### config.mk
export PLATFORM = sky130hd
export DESIGN_NAME = mem_port_arbiter
export DESIGN_NICKNAME = d
export VERILOG_FILES = /design/src/rtl/mem_port_arbiter.sv
export SDC_FILE = /design/constraint.sdc
export NUM_CORES = 1
export LEC_CHECK = 0
export CAP_MARGIN = 20
export CORE_MARGIN = 1.5
export CORE_UTILIZATION = 45
export DETAILED_ROUTE_END_ITERATION = 8
export GPL_TIMING_DRIVEN = 0
export PLACE_DENSITY_LB_ADDON = 0.25
export SETUP_SLACK_MARGIN = 0.1
export SYNTH_ARGS = -nofsm -noshare
export SYNTH_HDL_FRONTEND = slang
export SYNTH_SLANG_ARGS = --single-unit
export TNS_END_PERCENT = 10
### constraint.sdc
create_clock -name clk -period 5.2 [get_ports clk]
set_input_delay 0.52 -clock clk [delete_from_list [all_inputs] [get_ports clk]]
set_output_delay 0.52 -clock clk [all_outputs]
set_load 0.02 [all_outputs]
### src/rtl/mem_port_arbiter.sv
// Shares one single-ported memory between instruction fetch and the data-memory stage.
// DM has fixed priority, IF is protected by a starvation limit, and busy states are watchdog-bounded.
module mem_port_arbiter #(
   parameter int unsigned ADDR_W     = 32,
   parameter int unsigned DATA_W     = 32,
   parameter int unsigned STARVE_MAX = 4,
   parameter int unsigned TIMEOUT    = 16
) (
   input  logic              clk,
   input  logic              reset,
   input  logic              if_req,
   input  logic [ADDR_W-1:0] if_addr,
   output logic              if_valid,
   output logic [DATA_W-1:0] if_rdata,
   input  logic              dm_req,
   input  logic              dm_we,
   input  logic [ADDR_W-1:0] dm_addr,
   input  logic [DATA_W-1:0] dm_wdata,
   output logic              dm_valid,
   output logic [DATA_W-1:0] dm_rdata,
   output logic              mem_en,
   output logic              mem_we,
   output logic [ADDR_W-1:0] mem_addr,
   output logic [DATA_W-1:0] mem_wdata,
   input  logic [DATA_W-1:0] mem_rdata,
   input  logic              mem_ack,
   output logic              stall_if,
   output logic              stall_mem,
   output logic              mem_err
);

   localparam int unsigned     SC_W    = $clog2(STARVE_MAX + 1);
   localparam int unsigned     WD_W    = $clog2(TIMEOUT);
   localparam logic [SC_W-1:0] SC_MAX  = SC_W'(STARVE_MAX);
   localparam logic [WD_W-1:0] WD_LAST = WD_W'(TIMEOUT - 1);

   typedef enum logic [1:0] {
      ST_IDLE    = 2'd0,
      ST_IF_BUSY = 2'd1,
      ST_DM_BUSY = 2'd2
   } state_t;

   state_t r_state;
   state_t w_state_nxt;

   logic [SC_W-1:0]   r_starve_cnt;
   logic [WD_W-1:0]   r_wd_cnt;
   logic              r_mem_en;
   logic              r_mem_we;
   logic [ADDR_W-1:0] r_mem_addr;
   logic [DATA_W-1:0] r_mem_wdata;
   logic              r_if_valid;
   logic [DATA_W-1:0] r_if_rdata;
   logic              r_dm_valid;
   logic [DATA_W-1:0] r_dm_rdata;
   logic              r_mem_err;

   logic w_grant_dm;
   logic w_grant_if;
   logic w_done;
   logic w_abort;
   logic w_if_deliver;
   logic w_dm_deliver;

   always_ff @(posedge clk or negedge reset) begin
      if (!reset) begin
         r_state <= ST_IDLE;
      end else begin
         r_state <= w_state_nxt;
      end
   end

   always_comb begin
      w_state_nxt  = r_state;
      w_grant_dm   = 1'b0;
      w_grant_if   = 1'b0;
      w_done       = 1'b0;
      w_abort      = 1'b0;
      w_if_deliver = 1'b0;
      w_dm_deliver = 1'b0;
      case (r_state)
         ST_IDLE: begin
            if (dm_req && (!if_req || (r_starve_cnt < SC_MAX))) begin
               w_grant_dm  = 1'b1;
               w_state_nxt = ST_DM_BUSY;
            end else if (if_req) begin
               w_grant_if  = 1'b1;
               w_state_nxt = ST_IF_BUSY;
            end
         end
         ST_IF_BUSY, ST_DM_BUSY: begin
            // ack is tested first so an ack on the watchdog's last cycle still completes
            if (mem_ack) begin
               w_done       = 1'b1;
               w_state_nxt  = ST_IDLE;
               w_if_deliver = (r_state == ST_IF_BUSY) && if_req && (if_addr == r_mem_addr);
               w_dm_deliver = (r_state == ST_DM_BUSY) && dm_req;
            end else if (r_wd_cnt == WD_LAST) begin
               w_abort     = 1'b1;
               w_state_nxt = ST_IDLE;
            end
         end
         default: begin
            w_state_nxt = ST_IDLE;
         end
      endcase
   end

   always_ff @(posedge clk or negedge reset) begin
      if (!reset) begin
         r_starve_cnt <= '0;
         r_wd_cnt     <= '0;
         r_mem_en     <= 1'b0;
         r_mem_we     <= 1'b0;
         r_mem_addr   <= '0;
         r_mem_wdata  <= '0;
         r_if_valid   <= 1'b0;
         r_if_rdata   <= '0;
         r_dm_valid   <= 1'b0;
         r_dm_rdata   <= '0;
         r_mem_err    <= 1'b0;
      end else begin
         r_if_valid <= 1'b0;
         r_dm_valid <= 1'b0;

         if (w_grant_dm) begin
            r_mem_en    <= 1'b1;
            r_mem_we    <= dm_we;
            r_mem_addr  <= dm_addr;
            r_mem_wdata <= dm_wdata;
            r_wd_cnt    <= '0;
            if (if_req && (r_starve_cnt < SC_MAX)) begin
               r_starve_cnt <= r_starve_cnt + SC_W'(1);
            end
         end else if (w_grant_if) begin
            r_mem_en     <= 1'b1;
            r_mem_we     <= 1'b0;
            r_mem_addr   <= if_addr;
            r_wd_cnt     <= '0;
            r_starve_cnt <= '0;
         end else if (w_done || w_abort) begin
            r_mem_en <= 1'b0;
            r_mem_we <= 1'b0;
         end else if (r_state != ST_IDLE) begin
            r_wd_cnt <= r_wd_cnt + WD_W'(1);
         end

         if (w_abort) begin
            r_mem_err <= 1'b1;
         end

         if (w_if_deliver) begin
            r_if_valid <= 1'b1;
            r_if_rdata <= mem_rdata;
         end

         if (w_dm_deliver) begin
            r_dm_valid <= 1'b1;
            if (!r_mem_we) begin
               r_dm_rdata <= mem_rdata;
            end
         end
      end
   end

   assign if_valid  = r_if_valid;
   assign if_rdata  = r_if_rdata;
   assign dm_valid  = r_dm_valid;
   assign dm_rdata  = r_dm_rdata;
   assign mem_en    = r_mem_en;
   assign mem_we    = r_mem_we;
   assign mem_addr  = r_mem_addr;
   assign mem_wdata = r_mem_wdata;
   assign mem_err   = r_mem_err;
   assign stall_if  = if_req & ~r_if_valid;
   assign stall_mem = dm_req & ~r_dm_valid;

endmodule

==> impl_metrics.ini <==
[clock_tree]
ctsLongestPathBuffers = 2
clkTransAtPathRegs_ns = 0.06
postCtsHoldBufs = 0
cts-root-buf = clkbuf_16
cts_made_buffers = 17
cts_setup_buffers = 0
post_cts_resized = 0
cts_sinks = 142
cts_tree = yes
htree_levels = 4
clk_latency_ns = 0.41

[finish]
multiInputGateArea_um2 = 2401
diodes = 0
layout-drive-gt1-share_pct = 18.12
regArea_um2 = 3553
fillers = 938
fin_util_pct = 72.80
area_growth_pct = 57.99
final_nets = 882

[floorplan]
start_util_pct = 46.08
num_io_pins = 269
coreArea_um2 = 13190
die_w_um = 119.2
row_count = 42
die_h_um = 119.2
dieArea_um2 = 14210

[run_status]
status = completed

[power_and_ir_drop]
leakage_nw = 4.264
power.density_nw_per_um2 = 553.7
ir_drop_v = 0.0003290

[detailed_routing]
num_vias = 4746
drt-initial-drc-count = 136
postRouteWirelength_um = 16890
viasPerCell = 5.092
drc = 0
dr.pass1.iters = 4
ant_nets = 0
routedWlPerCell_um = 18.12

[logic_synthesis]
synth_cells = 455
ys_seq_area_share_pct = 58.46
synthesis.nets = 594
yosys_warnings = 0
synthDistinctLibCells = 32
avgSynthCellArea_um2 = 13.36
async_flop_share_pct = 100.0
synth_edf_count = 0
synth_area_um2 = 6078
yosys_most_used_dff = dfrtp_1
synth_seq_cells = 142

[critical_path]
critical_path.max_stage_delay_ns = 0.57
crit_required_ns = 5.49
worstPathArrival_ns = 3.09
path_class = input pin to flop
startpoint = if_addr[16]
rr_endpoint = if_rdata[23]
cp_cell_sequence = clkdlybuf4s50_1, xor2_1, nor4_1, nand4_1, nor4_4, buf_6, mux2_2
end_kind = flop
crit_cells = 7
rrSetupSlack_ns = 2.55
critPathSlowestCell = nor4_1
r2r_cells = 7
reg2reg_from = r_state[0]
cp.buffers_inverters = 2
critPathMaxFanout = 10
path_delay_family = simple AND/OR/NAND/NOR gates
crit_end = if_rdata[23]
start_kind = input pin

[run]
max_cap_viol_count = 0

[global_route]
antenna_found_initial = 0
grt_pass1_vias = 5049
grt_pass1_wl_um = 26450
grtUsageTotal_pct = 24.28
grt_overflow = 0
grt_max_degree = 77

[place]
hpwl_um = 13010
port_buffers = 268
place_congestion = 0.8299
place_ws_ns = 1.972

[timing]
tightest_slew_ns = 0.6437
setup_slack_ns = 2.398
rsz0062_at_grt = no
fin_crit_ns = 2.802
post-route-period-util_pct = 53.89
fmax_ghz = 0.3569
drv_slew = 0
fin_skew_ns = 0.008126
finalSetupViolCount = 0
relSlewSlack_pct = 57.08
hold_violations = 0

[hold_path]
holdCritPathClass = input pin to async pin
## kinds of logic after synthesis
group	after synthesis	share of synthesized area [%]
adders and majority gates	5	1.029
muxes	130	23.40
xor gates and xnor gates	33	4.755
DFF	142	58.46
buffers and inverters	25	2.038
and+or+nand+nor	68	5.537
AOI/OAI and AO/OA	52	4.776
## synthesized netlist by cell type, types with 5 or more instances
cell type / count / share of area (%)
nand2_1: 40 / 2.5
o21ai_0: 41 / 3.4
dfrtp_1: 142 / 58
xnor2_1: 7 / 1.0
ha_1: 5 / 1.0
mux2i_1: 33 / 5.4
nand4_1: 5 / 0.51
xor2_1: 26 / 3.7
nor4_1: 7 / 0.72
buf_2: 6 / 0.49
mux2_2: 94 / 17
clkbuf_1: 11 / 0.68
## how the worst min path moves through the flow
stage / startpoint / end / slack [ns] / cells past startpoint
floorplan: reset / dm_rdata[0] / 0.22 / 0
global placement: if_rdata[4] / if_rdata[4] / 0.47 / 1
detailed placement: mem_err / mem_err / 0.47 / 1
CTS: reset / if_rdata[6] / 0.13 / 1
global route: reset / if_rdata[6] / 0.14 / 1
finish: reset / if_rdata[0] / 0.10 / 1
## layout make-up
| class | count | area share (%) |
|---|---|---|
| sequential | 142 | 37.00 |
| timing repair buffer | 269 | 28.23 |
| multi-input combinational | 288 | 25.00 |
| clock buffer | 20 | 4.756 |
| tap | 176 | 2.293 |
| clock inverter | 12 | 1.420 |
| buffer | 22 | 1.173 |
| inverter | 3 | 0.1173 |
## sequential cells by signal, summed over array words and instances (netlist names), 2 cells and up
name	count
dm_rdata	32
if_rdata	32
mem_addr	32
mem_wdata	32
r_starve_cnt	3
r_state	2
r_wd_cnt	4
## where the power goes
| part | switching, W | internal (W) | leakage, nW |
|---|---|---|---|
| registers | 0.000277 | 0.00151 | 1.80 |
| logic | 0.00116 | 0.00117 | 2.18 |
| clock network | 0.000461 | 0.000734 | 0.283 |
| total | 0.00190 | 0.00341 | 4.26 |
## cell usage in the layout (no fill, tap or decap), types with 2 or more instances in the layout
master | netlist | final
xor2_1 | 26 | 26
o21bai_1 | 2 | 2
clkinvlp_4 | 0 | 3
mux2_2 | 94 | 94
clkinv_2 | 0 | 2
and3_1 | 2 | 2
inv_1 | 3 | 3
mux2i_1 | 33 | 33
o21ai_0 | 41 | 41
a22o_1 | 3 | 3
dfrtp_1 | 142 | 142
nand2_1 | 40 | 40
bufinv_16 | 0 | 2
clkbuf_16 | 0 | 17
nand4_1 | 5 | 5
mux2_1 | 3 | 3
nor4_1 | 7 | 7
nor2_1 | 2 | 2
a21oi_1 | 2 | 2
ha_1 | 5 | 5
clkdlybuf4s50_1 | 0 | 267
buf_2 | 6 | 6
buf_6 | 3 | 4
clkbuf_8 | 0 | 2
buf_1 | 2 | 2
nor2b_1 | 3 | 3
xnor2_1 | 7 | 7
clkinv_4 | 0 | 4
nor3b_1 | 2 | 2
clkbuf_1 | 11 | 12
nand3_1 | 3 | 3
## per-layer routing
metal,vias to the layer above,global-route usage [%],part of all wire [%]
met4,0,11.30,3.5
met5,-,0,0
met3,44,7.854,7.9
li1,2182,-,-
met1,2304,27.82,38
met2,216,41.26,50
## through the flow
step / TNS (ns) / hold WS (ns) / cell area, um^2 / power (W) / instances
2_1_floorplan: 0 / 0.2244 / 6078 / 0.002962 / 455
3_3_place_gp: -253.64 / 0.4674 / 8981 / 0.004064 / 899
3_5_place_dp: 0 / 0.4739 / 9010 / 0.004151 / 900
4_1_cts: 0 / 0.1292 / 9603 / 0.005362 / 932
5_1_grt: 0 / 0.1436 / 9603 / 0.005583 / 932
6_report: 0 / 0.1021 / 9603 / 0.005318 / 932
Note: power is estimated with default switching activity, not from simulation.
